==> src/rtl/fetch_stage.sv <==
// Instruction fetch front end: PC, credit-limited in-order imem requests, {pc, instr} FIFO to decode.
// Head is visible the cycle after a live response; issue stalls when buffer credit runs out. Option: MISALIGN_CHECK_EN.
module fetch_stage #(
  parameter logic [31:0] RESET_PC = 32'h0000_0000,
  parameter int          DEPTH    = 4
) (
  input  logic        clk_i,
  input  logic        rst_i,
  output logic        imem_req_valid_o,
  input  logic        imem_req_ready_i,
  output logic [31:0] imem_req_addr_o,
  input  logic        imem_rsp_valid_i,
  input  logic [31:0] imem_rsp_data_i,
  input  logic        redirect_i,
  input  logic [31:0] redirect_pc_i,
  output logic        instr_valid_o,
  input  logic        instr_ready_i,
  output logic [31:0] instr_o,
  output logic [31:0] pc_o
`ifdef MISALIGN_CHECK_EN
  ,
  output logic        misalign_o
`endif
);

  localparam int PW = $clog2(DEPTH);
  localparam int CW = PW + 1;

  typedef struct packed {
    logic [31:0] pc;
    logic [31:0] instr;
  } entry_t;

  logic [31:0]   fetch_pc_q, fetch_pc_d;
  logic [31:0]   rsp_pc_q, rsp_pc_d;
  logic [CW-1:0] out_cnt_q, out_cnt_d;
  logic [CW-1:0] disc_cnt_q, disc_cnt_d;
  logic [CW-1:0] count_q, count_d;
  logic [PW-1:0] rd_ptr_q, rd_ptr_d;
  logic [PW-1:0] wr_ptr_q, wr_ptr_d;
  logic          run_q, run_d;
  entry_t        fifo_q [DEPTH];
  entry_t        fifo_d [DEPTH];

  logic [CW:0]   credit_used;
  logic          req_fire;
  logic          rsp_in;
  logic          rsp_drop;
  logic          enq;
  logic          deq;

  // Credit counts live in-flight words plus buffered words, so a live response always finds a free slot.
  assign credit_used = ({1'b0, out_cnt_q} - {1'b0, disc_cnt_q}) + {1'b0, count_q};

  assign imem_req_valid_o = run_q && !redirect_i && (out_cnt_q < CW'(DEPTH))
                            && (credit_used < (CW+1)'(DEPTH));
  assign imem_req_addr_o  = fetch_pc_q;
  assign req_fire         = imem_req_valid_o && imem_req_ready_i;

  // Responses with nothing outstanding belong to requests issued before a reset.
  assign rsp_in   = imem_rsp_valid_i && (out_cnt_q != '0);
  assign rsp_drop = rsp_in && (disc_cnt_q != '0);
  assign enq      = rsp_in && !rsp_drop && !redirect_i;
  assign deq      = instr_valid_o && instr_ready_i;

  assign instr_valid_o = (count_q != '0);
  assign instr_o       = instr_valid_o ? fifo_q[rd_ptr_q].instr : '0;
  assign pc_o          = instr_valid_o ? fifo_q[rd_ptr_q].pc : '0;

  always_comb begin
    fetch_pc_d = fetch_pc_q;
    rsp_pc_d   = rsp_pc_q;
    disc_cnt_d = disc_cnt_q;
    count_d    = count_q;
    rd_ptr_d   = rd_ptr_q;
    wr_ptr_d   = wr_ptr_q;
    fifo_d     = fifo_q;
    run_d      = 1'b1;
    out_cnt_d  = out_cnt_q + CW'(req_fire) - CW'(rsp_in);

    if (redirect_i) begin
      fetch_pc_d = redirect_pc_i & ~32'h3;
      rsp_pc_d   = redirect_pc_i & ~32'h3;
      disc_cnt_d = out_cnt_q - CW'(rsp_in);
      count_d    = '0;
      rd_ptr_d   = '0;
      wr_ptr_d   = '0;
    end else begin
      if (req_fire) fetch_pc_d = fetch_pc_q + 32'd4;
      if (rsp_drop) disc_cnt_d = disc_cnt_q - CW'(1);
      if (enq) begin
        fifo_d[wr_ptr_q] = entry_t'{pc: rsp_pc_q, instr: imem_rsp_data_i};
        wr_ptr_d         = wr_ptr_q + PW'(1);
        rsp_pc_d         = rsp_pc_q + 32'd4;
      end
      if (deq) rd_ptr_d = rd_ptr_q + PW'(1);
      count_d = count_q + CW'(enq) - CW'(deq);
    end
  end

  always_ff @(posedge clk_i) begin
    if (rst_i) begin
      fetch_pc_q <= RESET_PC;
      rsp_pc_q   <= RESET_PC;
      out_cnt_q  <= '0;
      disc_cnt_q <= '0;
      count_q    <= '0;
      rd_ptr_q   <= '0;
      wr_ptr_q   <= '0;
      run_q      <= 1'b0;
    end else begin
      fetch_pc_q <= fetch_pc_d;
      rsp_pc_q   <= rsp_pc_d;
      out_cnt_q  <= out_cnt_d;
      disc_cnt_q <= disc_cnt_d;
      count_q    <= count_d;
      rd_ptr_q   <= rd_ptr_d;
      wr_ptr_q   <= wr_ptr_d;
      run_q      <= run_d;
    end
  end

  always_ff @(posedge clk_i) begin
    fifo_q <= fifo_d;
  end

  always_ff @(posedge clk_i) begin
    if (!rst_i) begin
      assert (!(enq && (count_q == CW'(DEPTH))));
    end
  end

`ifdef MISALIGN_CHECK_EN
  logic misalign_q, misalign_d;

  always_comb begin
    misalign_d = misalign_q | (redirect_i && (redirect_pc_i[1:0] != 2'b00));
  end

  always_ff @(posedge clk_i) begin
    if (rst_i) misalign_q <= 1'b0;
    else       misalign_q <= misalign_d;
  end

  assign misalign_o = misalign_q;
`endif

endmodule

==> config.mk <==
export PLATFORM = sky130hd
export DESIGN_NAME = fetch_stage
export DESIGN_NICKNAME = d
export VERILOG_FILES = /design/src/rtl/fetch_stage.sv
export SDC_FILE = /design/constraint.sdc
export NUM_CORES = 1
export LEC_CHECK = 0
export CORE_MARGIN = 2
export CORE_UTILIZATION = 50
export DETAILED_ROUTE_END_ITERATION = 10
export PLACE_DENSITY = 0.76
export SYNTH_ARGS = -nofsm -noshare
export SYNTH_HDL_FRONTEND = slang
export SYNTH_SLANG_ARGS = --single-unit
export TNS_END_PERCENT = 50
==> constraint.sdc <==
create_clock -name clk_i -period 8.14 [get_ports clk_i]
set_input_delay 0.814 -clock clk_i [delete_from_list [all_inputs] [get_ports clk_i]]
set_output_delay 0.814 -clock clk_i [all_outputs]
set_load 0.03 [all_outputs]
# Word-level counts from Yosys, hierarchy flattened
# Index checks and enable logic that the tools add are counted.
# classes
n_addsub	12
magnitude_cmp	5
muxes	15
bitwise_logic	3
n_reduce_logical	20
# ops
cell	n
256-bit bitwise mux	1
32-bit two-way mux	6
64-bit two-way mux	3
64-bit binary-select mux with 2-bit select	1
64-bit demux with 2-bit select	1
32-bit by 3-bit adder with 32-bit output (second input constant)	2
1-bit logical AND	10
3-bit nonzero test	3
3-bit by 1-bit subtractor with 3-bit output	3
3-bit by 1-bit adder with 3-bit output	2
3-bit greater-or-equal comparator (second input constant)	2
3-bit two-way mux	2
2-bit NOT with 3-bit output	2
2-bit nonzero test	3
2-bit by 1-bit adder with 2-bit output (second input constant)	2
4-bit by 3-bit adder with 4-bit output	1
4-bit by 3-bit less-than comparator with 1-bit output (second input constant)	1
3-bit by 3-bit subtractor with 4-bit output	1
3-bit by 1-bit less-than comparator with 1-bit output (second input constant)	1
3-bit less-than comparator (second input constant)	1
3-bit by 1-bit subtractor with 3-bit output (second input constant)	1
1-bit zero test	2
2-bit AND reduction	1
2-bit OR reduction	1
2 further kinds	2
# totals
regBits	334
out_inout_bits	98
word_cells	73

# Depth between registers and ports, before layout
# depth
word_depth	8
mapped_depth	17

# Worst setup path after synthesis
# No wires, ideal clock.
# synth_path
kind	register -> output
start	reg out_cnt_q[1]
end	out imem_req_valid_o
t_arrival_ps	2989
required_time_ps	7326
setup_slack_ps	4337
path_stages_with_launch	9
path_buffers	0
path_cell_list	dfxtp_1 > inv_1 > fa_1 > inv_1 > ha_1 > nand3b_1 > a211o_1 > nand3_1 > nor4bb_1
# synth_via
elab_chain_len	4
word_cells_on_any_way	6
cone_classes	add/sub: 2; order compare: 2; reduce/logical: 2
# synth_rtl
element	line_no	rtl
from (decl)	36	logic [CW-1:0] out_cnt_q, out_cnt_d;
from (signal assigned)	114	out_cnt_q <= out_cnt_d;
3-bit by 3-bit subtractor with 4-bit output	53	assign credit_used = ({1'b0, out_cnt_q} - {1'b0, disc_cnt_q}) + {1'b0, count_q};
4-bit by 3-bit adder with 4-bit output	53	
4-bit by 3-bit less-than comparator with 1-bit output	56	&& (credit_used < (CW+1)'(DEPTH));
1-bit logical AND (*)	56	
to (decl)	9	output logic imem_req_valid_o,
# Mark *: on every way between the ends. The rest lies on a longest branch, timed or not.

# Worst setup path in the final report
# Ends and elaborated chain as after synthesis.

==> results.md <==
* Synth unique cells at 50
* Fin crit share at 57.75%
* Synthesized-area fraction occupied by adder cells at 2.144%
* Mapped Avg Cell Area at 15.43 um^2
* Power Dens Cells at 230.8 nW/um^2
* Via count at 8014
* Worst-case reg-to-reg path depth at 15
* CP Launch Type: flip-flop
* Hold Path Origin: rsp_pc_q[31]
* Chip width at 169.3 um
* Layout cells sized above 1 at 12.20%
* Global Route Usage Sum at 19.07%
* Worst Path Max Fanout at 7
* Seq cells post-synth at 322
* Final-report max-slew violation count at 0
* Drt total wl at 27200 um
* Crit path kind: flip-flop to output pin
* GPL Wtd Cong at 0.8242
* Fin nets at 1134
* Die Ht at 169.3 um
* Total core area at 26880 um^2
* Final core occ at 61.46%
* Cts hold-fix bufs at 0
* Synth Warn # at 0
* Compound-gate portion of the synthesized area at 6.770%
* Syn Std Cell Area at 13660 um^2
* Clk slew on worst S/H paths at 0.06 ns
* Initial core utilization at 50.82%
* F_max at 212.7 MHz
* Worst slew pin tran at 1.078 ns
* Non-Filler Instances at 1407
* Top FF cell, synth: edfxtp_1
* Number of global-route vias before repair at 7966
* Area share of xor/xnor cells in the synthesized design at 2.629%
* HPWL after DPL at 16980 um
* RSZ-0062 raised after global routing: no
* # port buffers at 161
* Inserted Diodes at 0
* Longest Clk Path Bufs at 3
* Mapped Cells at 885
* Antenna Nets Post-Route at 0
* CTS root buffer: clkbuf_16
* Worst-Skew Late Latency at 0.55 ns
* Core Rows at 60
* Die area at 28650 um^2
* WHS at 0.5485 ns
* Reg2Reg Capture Point: out_cnt_q[2]
* TritonCTS clock tree: done
* Critical Path AT at 3.89 ns
* Post-CTS setup buffer count at 0
* Sequential-to-total area share from yosys stat at 65.37%
* Setup ws final at 3.439 ns
* Detail-routed via count per cell at 5.696
* Most common cell in the netlist: edfxtp_1
* Crit Reg-Reg Startpoint: out_cnt_q[1]
* Pre-antenna DRT Iters at 5
* Fraction of registers with async set/reset at 0%
* Worst path required time at 7.33 ns
* DR iter-0 viols at 582
* Largest cells by area after synthesis: edfxtp_1 (55%), dfxtp_1 (11%), mux4_2 (10%)
* Relative slew slack at 28.14%
* Min Tclk post-route at 4.701 ns
* Mux cell area share after synthesis at 10.53%
* # DRC at 0
* Total CTS buffers at 31
* Synth cell count leaders: edfxtp_1 (248), dfxtp_1 (74), and2_1 (69)
* Area growth, synth to finish at 20.93%
* Type of the worst min-delay path: flip-flop to flip-flop
* Initial antenna violation count at 0
* # placed instances at 1351
* R2r setup slk at 3.94 ns
* Leak at 5.373 nW
* Routed length per instance at 19.33 um
* Synth top area share at 54.53%
* Fin area at 16520 um^2
* Peak supply drop at 158.3 uV
* Tot Pwr at 3.812 mW
* # Max-Cap Violations at 0
* Area leader, netlist: edfxtp_1
* Status: finished clean
* Post-Synth Simple-Gate Area at 10.16%
* TritonCTS Sinks at 322
* Worst Clk Skew at 0.01365 ns
* Grt total ovfl at 0
* I/O Pins at 168
* Hold depth at 0
* Crit path capture type: output pin
* Pin count of the biggest net entering global routing at 65
* H-tree depth at 1
* Area post-placement at 15580 um^2
* WHS Endpoint: fifo_q[255]
* # setup viols final at 0
* Sum Neg Setup Slack at 0 ns
* Post-synth EDFFs at 248
* Largest family of logic cells by synthesized area: multiplexers
* Pre-CTS setup slack at 3.929 ns
* Final hold vios at 0
* Global-route wire length before repair at 43350 um
* Cts repair resizes at 0
==> metal layers <==
layer	track usage, %	vias up	part of all wire, %
li1	-	3764	-
met1	28.30	3944	45
met2	30.28	274	46
met3	3.195	32	7.1
met4	3.567	0	1.2
met5	0	-	0
==> flip-flops by register name, summed over array words and instances, names as in the netlist <==
| name | cells |
|---|---|
| fifo_q | 248 |
| imem_req_addr_o | 30 |
| rsp_pc_q | 30 |
| count_q | 3 |
| disc_cnt_q | 3 |
| out_cnt_q | 3 |
| rd_ptr_q | 2 |
| wr_ptr_q | 2 |
| run_q | 1 |
==> area by class of cell <==
| type | count | area [um^2] |
|---|---|---|
| flip-flops and latches | 322 | 8934 |
| well taps | 341 | 426.7 |
| clock inverters | 18 | 82.58 |
| multi-input cells | 492 | 4437 |
| inverters | 24 | 90.09 |
| fillers | 1982 | 10360 |
| clock buffers | 38 | 853.3 |
| repair buffers | 172 | 1694 |
==> kinds of logic (layout without fill, tap and decap cells) <==
group,count (synthesis),after routing
DFF,322,322
and+or+nand+nor,240,240
adders and majority gates,21,21
buffers and inverters,74,252
other,1,4
muxes,66,66
AOI/OAI and AO/OA,120,120
xor gates and xnor gates,41,41
==> worst max-delay path by stage <==
stage,from,to
3_3_place_gp,out_cnt_q[1],out_cnt_q[2]
6_report,out_cnt_q[1],imem_req_valid_o
2_1_floorplan,out_cnt_q[1],imem_req_valid_o
3_5_place_dp,out_cnt_q[1],out_cnt_q[2]
4_1_cts,out_cnt_q[1],imem_req_valid_o
5_1_grt,out_cnt_q[1],imem_req_valid_o
==> where the power goes <==
part	switching (mW)	leakage, nW	internal, mW
registers	0.0618	2.87	1.85
logic	0.334	2.04	0.259
clock network	0.568	0.466	0.736
==> critical path, stage by stage, from the launching register on <==
cell,delay (ns)
dfxtp_1,0.38
inv_1,0.12
fa_1,0.55
inv_1,0.04
ha_1,0.26
nand3b_1,0.13
a211o_1,0.41
nand3_1,0.26
nor4bb_1,0.43
clkdlybuf4s50_1,0.75
==> cell usage in the layout (no fill, tap or decap), drive strengths merged, types with 21 or more instances in the layout <==
cell type      count
edfxtp           248
clkdlybuf4s50    161
dfxtp             74
and2              69
mux4              62
clkbuf            38
nand2             31
xor2              30
o21a              29
a21boi            28
nand4             25
inv               24
nor2              21
(Power assumes the default switching activity.)
